### src/rtl/open_drain_bus_arbiter.sv
// Round-robin arbiter that serialises the winning requester's word MSB-first onto a wired-AND open-drain bus.
// Optional collision abort is compiled in when ODB_COLLISION_CHECK_EN is defined.
module open_drain_bus_arbiter #(
    parameter int NUM_REQ    = 4,
    parameter int DATA_W     = 8,
    parameter int BIT_CYCLES = 4
) (
    input  logic                      clk,
    input  logic                      rst,
    input  logic [NUM_REQ-1:0]        req,
    input  logic [NUM_REQ*DATA_W-1:0] data_in,
    input  logic                      bus_in,
    output logic [NUM_REQ-1:0]        grant,
    output logic                      bus_drive_low,
    output logic                      busy,
    output logic                      done,
    output logic                      err
);

    localparam int PTR_W = $clog2(NUM_REQ);
    localparam int CYC_W = $clog2(BIT_CYCLES);
    localparam int BIT_W = $clog2(DATA_W);

    typedef enum logic [1:0] {IDLE, SEND, STOP} state_t;

    state_t             state, state_nx;
    logic [PTR_W-1:0]   rr_ptr, rr_ptr_nx;
    logic [CYC_W-1:0]   cyc, cyc_nx;
    logic [BIT_W-1:0]   bit_idx, bit_idx_nx;
    logic [DATA_W-1:0]  word, word_nx;
    logic [NUM_REQ-1:0] grant_q, grant_nx;
    logic               aborted, aborted_nx;
    logic               found;
    int                 winner;
    logic               last_cyc;
    logic               collision;

    assign last_cyc = (cyc == CYC_W'(BIT_CYCLES - 1));

    // Scan requests starting at rr_ptr so the agent after the last winner gets first chance.
    always_comb begin
        found  = 1'b0;
        winner = 0;
        for (int i = 0; i < NUM_REQ; i++) begin
            if (!found && req[(int'(rr_ptr) + i) % NUM_REQ]) begin
                found  = 1'b1;
                winner = (int'(rr_ptr) + i) % NUM_REQ;
            end
        end
    end

`ifdef ODB_COLLISION_CHECK_EN
    // A released (1) bit that reads back low means another agent is holding the bus.
    assign collision = (state == SEND) && last_cyc && word[bit_idx] && !bus_in;
`else
    logic bus_in_unused;
    assign bus_in_unused = bus_in;
    assign collision     = 1'b0;
`endif

    always_comb begin
        state_nx   = state;
        rr_ptr_nx  = rr_ptr;
        cyc_nx     = cyc;
        bit_idx_nx = bit_idx;
        word_nx    = word;
        grant_nx   = grant_q;
        aborted_nx = aborted;
        case (state)
            IDLE: begin
                if (found) begin
                    state_nx         = SEND;
                    grant_nx         = '0;
                    grant_nx[winner] = 1'b1;
                    word_nx          = data_in[winner*DATA_W +: DATA_W];
                    bit_idx_nx       = BIT_W'(DATA_W - 1);
                    cyc_nx           = '0;
                    aborted_nx       = 1'b0;
                    rr_ptr_nx        = PTR_W'((winner + 1) % NUM_REQ);
                end
            end
            SEND: begin
                if (collision) begin
                    state_nx   = STOP;
                    cyc_nx     = '0;
                    aborted_nx = 1'b1;
                end else if (last_cyc) begin
                    cyc_nx = '0;
                    if (bit_idx == '0) begin
                        state_nx = STOP;
                    end else begin
                        bit_idx_nx = bit_idx - 1'b1;
                    end
                end else begin
                    cyc_nx = cyc + 1'b1;
                end
            end
            STOP: begin
                if (last_cyc) begin
                    state_nx = IDLE;
                    grant_nx = '0;
                    cyc_nx   = '0;
                end else begin
                    cyc_nx = cyc + 1'b1;
                end
            end
            default: begin
                state_nx = IDLE;
                grant_nx = '0;
            end
        endcase
    end

    always_ff @(posedge clk) begin
        if (rst) begin
            state   <= IDLE;
            rr_ptr  <= '0;
            cyc     <= '0;
            bit_idx <= '0;
            word    <= '0;
            grant_q <= '0;
            aborted <= 1'b0;
        end else begin
            state   <= state_nx;
            rr_ptr  <= rr_ptr_nx;
            cyc     <= cyc_nx;
            bit_idx <= bit_idx_nx;
            word    <= word_nx;
            grant_q <= grant_nx;
            aborted <= aborted_nx;
        end
    end

    // Outputs decode from state so a reset releases the bus on the very next cycle.
    assign grant         = grant_q;
    assign busy          = (state != IDLE);
    assign bus_drive_low = (state == SEND) && !word[bit_idx];
    assign done          = (state == STOP) && last_cyc;
    assign err           = done && aborted;

endmodule

### config.mk
export PLATFORM = sky130hd
export DESIGN_NAME = open_drain_bus_arbiter
export DESIGN_NICKNAME = d
export VERILOG_FILES = /design/src/rtl/open_drain_bus_arbiter.sv
export SDC_FILE = /design/constraint.sdc
export NUM_CORES = 1
export LEC_CHECK = 0
export ABC_AREA = 1
export CORE_MARGIN = 2
export CORE_UTILIZATION = 28
export DETAILED_ROUTE_END_ITERATION = 8
export PLACE_DENSITY_LB_ADDON = 0.3
export SYNTH_ARGS = -nofsm -noshare
export SYNTH_HDL_FRONTEND = slang
export SYNTH_SLANG_ARGS = --single-unit
### constraint.sdc
create_clock -name clk -period 1.7 [get_ports clk]
set_input_delay 0.255 -clock clk [delete_from_list [all_inputs] [get_ports clk]]
set_output_delay 0.255 -clock clk [all_outputs]
set_load 0.01 [all_outputs]
==> results of run 1 <==
==> state kept, by name (all words and copies together), names as in the netlist <==
signal / count
word: 8
grant: 4
bit_idx: 3
cyc: 2
rr_ptr: 2
state: 2
==> worst reg2reg max path, cell delays in order (launching register included) <==
cell	delay (ns)
dfxtp_4	0.41
inv_6	0.07
nand2_2	0.09
nand2_4	0.07
nand2_2	0.07
nand2_2	0.06
nor2_4	0.12
nand2_2	0.09
nor2_4	0.18
inv_2	0.07
nand2_4	0.11
buf_6	0.11
buf_4	0.10
a21oi_1	0.06
nand2_1	0.05
inv_1	0.03
==> metal layers <==
| metal | share of wire | wire [µm] |
|---|---|---|
| met1 | 0.47 | 2193 |
| met2 | 0.49 | 2297 |
| met3 | 0.031 | 144 |
| met4 | 0.014 | 66 |
| met5 | 0 | 0 |
==> Yosys cell counts, drive strengths merged, types with 2 or more instances <==
master and number:
buf 10, o211ai 2, ha 6, dfxtp 21
nand3 41, a21oi 18, nor2 23, o21ai 8
nand2 113, inv 34
==> cells by family after synthesis <==
logic type / count (synthesis) / synth area share
buffers and inverters: 45 / 0.1241
other: 1 / 0.002255
AO/OA/AOI/OAI: 31 / 0.1046
AND/OR/NAND/NOR: 180 / 0.4710
flip-flops: 21 / 0.2528
adder cells (fa/ha/maj): 6 / 0.04515
==> path summary, 6_finish.rpt <==
path,slack (ns),to
hold reg to reg,0.47,grant[3]$_SDFFE_PP0P_
hold / removal,0.47,grant[3]$_SDFFE_PP0P_
setup reg to reg,-0.09,word[5]$_SDFFE_PP0P_
setup / recovery,-0.09,word[5]$_SDFFE_PP0P_
==> metrics by stage <==
step	power [mW]	cell area, µm²
2_1_floorplan	3.249	1663
3_3_place_gp	4.345	2354
3_5_place_dp	4.371	2354
4_1_cts	5.435	2634
5_1_grt	6.373	2738
6_report	5.793	2738
==> cell type report <==
class	instances	area, µm²	area share
clock buffers	4	45.04	0.01645
inverters	34	150.1	0.05484
multi-input cells	218	1280	0.4676
flip-flops and latches	21	429.2	0.1568
repair buffers	76	739.5	0.2701
well taps	75	93.84	0.03428
==> repair_timing <==
item / CTS / global route
gates cloned: 1 / 0
resized for setup: 68 / 36
pin swaps: 31 / 14
buffers inserted: 4 / 0
endpoints found under the setup margin: 24 / 23
hold endpoints to repair: 0 / 0
==> where the power goes <==
group | switching [mW] | internal (mW) | total [mW]
Clock | 0.164 | 0.167 | 0.331
Combinational | 2.54 | 2.06 | 4.59
Sequential | 0.160 | 0.709 | 0.869
Total | 2.86 | 2.93 | 5.79
==> flow_metrics.py, run 1 <==
metrics = {
    "outcome": {
        "run_status": "finished, violations left",
        "violations": "negative setup slack",
    },
    "worst_setup_path": {
        "crit_top_cell": "nand2_2",
        "worst_r2r_path_depth": 15,
        "slowest_delay_ns": 0.41,
        "cp_max_fo": 9,
        "critPathLaunch": "rr_ptr[0]$_SDFFE_PP0P_",
        "cp.buffers_inverters": 5,
        "regToRegStartpoint": "rr_ptr[0]$_SDFFE_PP0P_",
        "crit_chain": "inv_6 -> nand2_2 -> nand2_4 -> nand2_2 -> nand2_2 -> nor2_4 -> nand2_2 -> nor2_4 -> inv_2 -> nand2_4 -> buf_6 -> buf_4 -> a21oi_1 -> nand2_1 -> inv_1",
        "cp_top_family": "simple AND/OR/NAND/NOR gates",
        "path_depth": 15,
        "cp_data_arrival_time_ns": 1.95,
        "cp-start-kind": "flop",
        "crit_type": "reg -> reg",
        "cp-end-kind": "flop",
        "cp.required_ns": 1.87,
        "slowest_stage": "dfxtp_4",
    },
    "yosys": {
        "yosysTopAreaCellShare": 0.2528,
        "ys_seq_elements": 21,
        "yosys.area.top_type": "dfxtp_1",
        "yosysSeqAreaShare": 0.2528,
        "synth_fp_nets": 329,
        "synthTopCellsByArea": "dfxtp_1 (25%), nand2_1 (24%), nand3_1 (12%)",
        "ys.flop_type": "dfxtp_1",
        "synth.distinct_cells": 28,
        "yosys_warnings": 0,
        "async_reset_ff_frac": 0,
        "synth_edf_count": 0,
        "syn_area_um2": 1663,
        "syn_avg_cell_area_um2": 5.855,
        "netlist_instances": 284,
    },
    "global_routing": {
        "met2_usage": 0.2529,
        "grt_busiest_layer": "met2",
        "grt_overflow": 0,
        "track_usage": 0.1453,
        "grt_max_degree": 20,
        "antenna_found_initial": 0,
        "grt_use_met1": 0.1896,
        "grt_pass1_vias": 1853,
        "grtUsageMet3": 0.01556,
        "grt_pass1_wl_um": 7831,
    },
    "routing": {
        "drtAntennaViolNets": 0,
        "vias": 1978,
        "avgRoutedWirePerCell_um": 10.99,
        "drt-total-wl_um": 4702,
        "first_pass_iters": 4,
        "vias_per_cell": 4.621,
        "drc": 0,
        "drtIter0Drc": 77,
    },
    "sta": {
        "final.min_clock_period_ns": 1.789,
        "slew_violations": 0,
        "skew_ns": 0.001877,
        "fmax_mhz": 558.8,
        "setup_viol": 15,
        "timing.setup.tns_ns": -0.8038,
        "post-route-period-util": 1.053,
        "rsz0062_at_grt": "yes",
        "setup_ws_ns": -0.08943,
        "finalHoldViolCount": 0,
        "hold_ws_ns": 0.4687,
    },
    "floorplanning": {
        "dieArea_um2": 6572,
        "core-area_um2": 5816,
        "rows": 28,
        "die_h_um": 81.07,
        "die_width_um": 81.07,
        "io_pins": 47,
        "start_util": 0.2859,
    },
    "clock_network": {
        "cts_buffer_depth": 2,
        "htree_levels": 1,
        "cts_tree": "built",
        "numCtsBuffers": 3,
        "root_buffer": "clkbuf_8",
        "cts_hold_buf": 0,
        "clkSlewWorstSetupHoldPaths_ns": 0.08,
        "clk_latency_ns": 0.26,
        "cts.sinks": 21,
    },
    "placed_design": {
        "gp_congestion": 0.8158,
        "placedCellCount": 420,
        "pre_cts_slack_ns": -0.3797,
        "hpwl_um": 3448,
        "portBuffers": 44,
    },
    "final_layout": {
        "final_common_cell": "nand2_1",
        "layout-drive-gt1-share": 0.3314,
        "fin_cells": 428,
        "utilization": 0.4707,
        "diodes": 0,
        "area_growth_pct": 64.64,
        "nets": 399,
        "layout_common_cells": "nand2_1 (78), clkdlybuf4s50_1 (37), nand3_1 (29)",
        "fillers": 615,
    },
    "power_and_ir_drop": {
        "powerDensity_nw_per_um2": 2116,
        "ir_worst_vdd_uv": 878.9,
        "power_leakage_nw": 1.308,
    },
    "worst_hold_path": {
        "hold_depth": 2,
        "hp-start": "grant[3]$_SDFFE_PP0P_",
        "hp-class": "reg -> reg",
    },
    "run": {
        "drv_cap": 0,
    },
}
(Power assumes the default switching activity.)
==> run 2, diff against run 1 <==
ABC_CLOCK_PERIOD_IN_PS = 1700   (was not set)
PLACE_DENSITY_LB_ADDON = not set   (was 0.3)
==> run 2 against run 1 <==
The flow still finishes with violations (negative setup slack). Highest routed layer unchanged. Sequential share of layout area decreased by 0.21 points. Clock skew is 0.0021 ns higher. Die area did not move. Combinational power up 3%. Largest cell class unchanged. Maximum frequency shrank 0.80%. First-iteration DRC count is 13% lower. Non-clock buffer count is 4 higher.
==> flow_metrics.py, run 2 (synthesis gave the netlist of run 1 again) <==
metrics = {
    "sta": {
        "setup_ws_ns": -0.1038,
        "final.min_clock_period_ns": 1.804,
        "skew_ns": 0.004000,
        "finalHoldViolCount": 0,
        "setup_viol": 15,
        "timing.setup.tns_ns": -0.6706,
        "post-route-period-util": 1.061,
        "slew_violations": 0,
        "rsz0062_at_grt": "yes",
        "fmax_mhz": 554.4,
    },
    "routing": {
        "drc": 0,
        "drtIter0Drc": 67,
        "drt-total-wl_um": 4981,
        "avgRoutedWirePerCell_um": 11.48,
        "drtAntennaViolNets": 0,
        "first_pass_iters": 4,
        "vias": 1961,
        "vias_per_cell": 4.518,
    },
    "power_and_ir_drop": {
        "ir_worst_vdd_uv": 922.7,
        "powerDensity_nw_per_um2": 2132,
        "power_leakage_nw": 1.334,
    },
    "floorplanning": {
        "core-area_um2": 5816,
        "die_width_um": 81.07,
        "io_pins": 47,
        "die_h_um": 81.07,
        "rows": 28,
        "start_util": 0.2859,
        "dieArea_um2": 6572,
    },
    "worst_setup_path": {
        "crit_type": "reg -> reg",
        "cp_data_arrival_time_ns": 2.00,
        "regToRegStartpoint": "rr_ptr[0]$_SDFFE_PP0P_",
        "slowest_stage": "dfxtp_4",
        "worst_r2r_path_depth": 14,
        "critPathLaunch": "rr_ptr[0]$_SDFFE_PP0P_",
        "slowest_delay_ns": 0.41,
        "cp.required_ns": 1.90,
        "crit_chain": "buf_6 -> nand2_2 -> nand3_2 -> nand2_4 -> nor2_4 -> nand2_2 -> nor2_4 -> inv_2 -> nand2_8 -> buf_6 -> o21ai_2 -> inv_1 -> nand2_1 -> a21oi_1",
        "cp_max_fo": 5,
        "cp-end-kind": "flop",
        "cp-start-kind": "flop",
    },
    "clock_network": {
        "cts_hold_buf": 0,
        "clkSlewWorstSetupHoldPaths_ns": 0.08,
        "htree_levels": 1,
        "cts_tree": "built",
        "cts_buffer_depth": 2,
        "root_buffer": "clkbuf_8",
        "numCtsBuffers": 3,
        "cts.sinks": 21,
        "clk_latency_ns": 0.26,
    },
    "global_routing": {
        "antenna_found_initial": 0,
        "track_usage": 0.1493,
        "grt_overflow": 0,
        "grt_max_degree": 20,
        "grt_pass1_wl_um": 7962,
        "grt_pass1_vias": 1841,
    },
    "final_layout": {
        "largest_register_ffs": 8,
        "final_common_cell": "nand2_1",
        "fin_cells": 434,
        "nets": 405,
        "diodes": 0,
        "regMostFlops": "word",
        "layout-drive-gt1-share": 0.3565,
        "area_growth_pct": 66.89,
        "layout_common_cells": "nand2_1 (73), clkdlybuf4s50_1 (37), nand2_2 (33)",
    },
    "run": {
        "drv_cap": 0,
    },
    "outcome": {
        "violations": "negative setup slack",
        "run_status": "finished, violations left",
    },
    "placed_design": {
        "hpwl_um": 3412,
        "portBuffers": 44,
        "gp_congestion": 0.8144,
        "placedCellCount": 421,
    },
    "worst_hold_path": {
        "hp-start": "grant[3]$_SDFFE_PP0P_",
        "hold_depth": 2,
        "hp-class": "reg -> reg",
    },
}
run 2: changes by cell type in the layout (fill, tap and decap cells not counted), moves of 2 or more:
| cell | before | now |
|---|---|---|
| inv_1 | 22 | 25 |
| nand3_1 | 29 | 27 |
| nand2_1 | 78 | 73 |
| nand3_2 | 10 | 13 |
| buf_6 | 7 | 10 |
| nand2_2 | 27 | 33 |
| buf_4 | 22 | 24 |
| inv_2 | 8 | 5 |
| inv_6 | 1 | 3 |
run 2: final timing paths:
check	endpoint	slack (ns)
hold / removal	grant[3]$_SDFFE_PP0P_	0.47
setup / recovery	cyc[0]$_SDFFE_PP0P_	-0.10
hold reg to reg	grant[3]$_SDFFE_PP0P_	0.47
setup reg to reg	cyc[0]$_SDFFE_PP0P_	-0.10
run 2: area by class of cell:
type	instances	area (µm²)
clock inverter	1	5.005
multi-input combinational	218	1292
inverter	34	150.1
sequential	21	429.2
tap	75	93.84
timing repair inverter	2	17.52
fill	577	3040
timing repair buffer	80	745.7
clock buffer	3	41.29
run 2: power by group:
group | total [mW] | internal [mW] | switching, mW | leakage, nW
Sequential | 0.868 | 0.709 | 0.159 | 0.175
Clock | 0.331 | 0.163 | 0.167 | 0.0255
Combinational | 4.72 | 2.06 | 2.65 | 1.13
Total | 5.92 | 2.94 | 2.98 | 1.33
run 2: layer usage:
| metal | GRT usage | vias to the layer above | part of all wire |
|---|---|---|---|
| met1 | 0.1937 | 873 | 0.45 |
| met5 | 0 | - | 0 |
| met4 | 0.03898 | 0 | 0.0034 |
| met3 | 0.01889 | 2 | 0.029 |
| li1 | - | 1057 | - |
| met2 | 0.2603 | 29 | 0.52 |
run 2: critical path: cells and delay by family, from the launching register on:
kind                   cells  cell delay, ns
AOI/OAI and AO/OA          2            0.17
buffers and inverters      4            0.39
DFF                        1            0.41
and+or+nand+nor            8            0.77
run 2: through the flow:
stage | worst slack, ns | utilization | hold slack, ns | cell area [µm²] | power, mW
global placement | -0.3054 | 0.4017 | 0.4544 | 2336 | 4.274
finish | -0.1038 | 0.4772 | 0.4685 | 2775 | 5.917
CTS | -0.05672 | 0.4477 | 0.4718 | 2604 | 5.282
detailed placement | -0.3692 | 0.4017 | 0.4582 | 2336 | 4.300
global route | -0.2003 | 0.4772 | 0.5004 | 2775 | 6.490
floorplan | 0.07503 | - | 0.4427 | 1663 | 3.249
run 2: what timing repair did:
item	CTS	global route
pin swaps	29	15
gates resized for setup	68	40
setup buffers	2	3
endpoints found under the hold margin	0	0
cloned	2	2
setup endpoints to repair	24	22
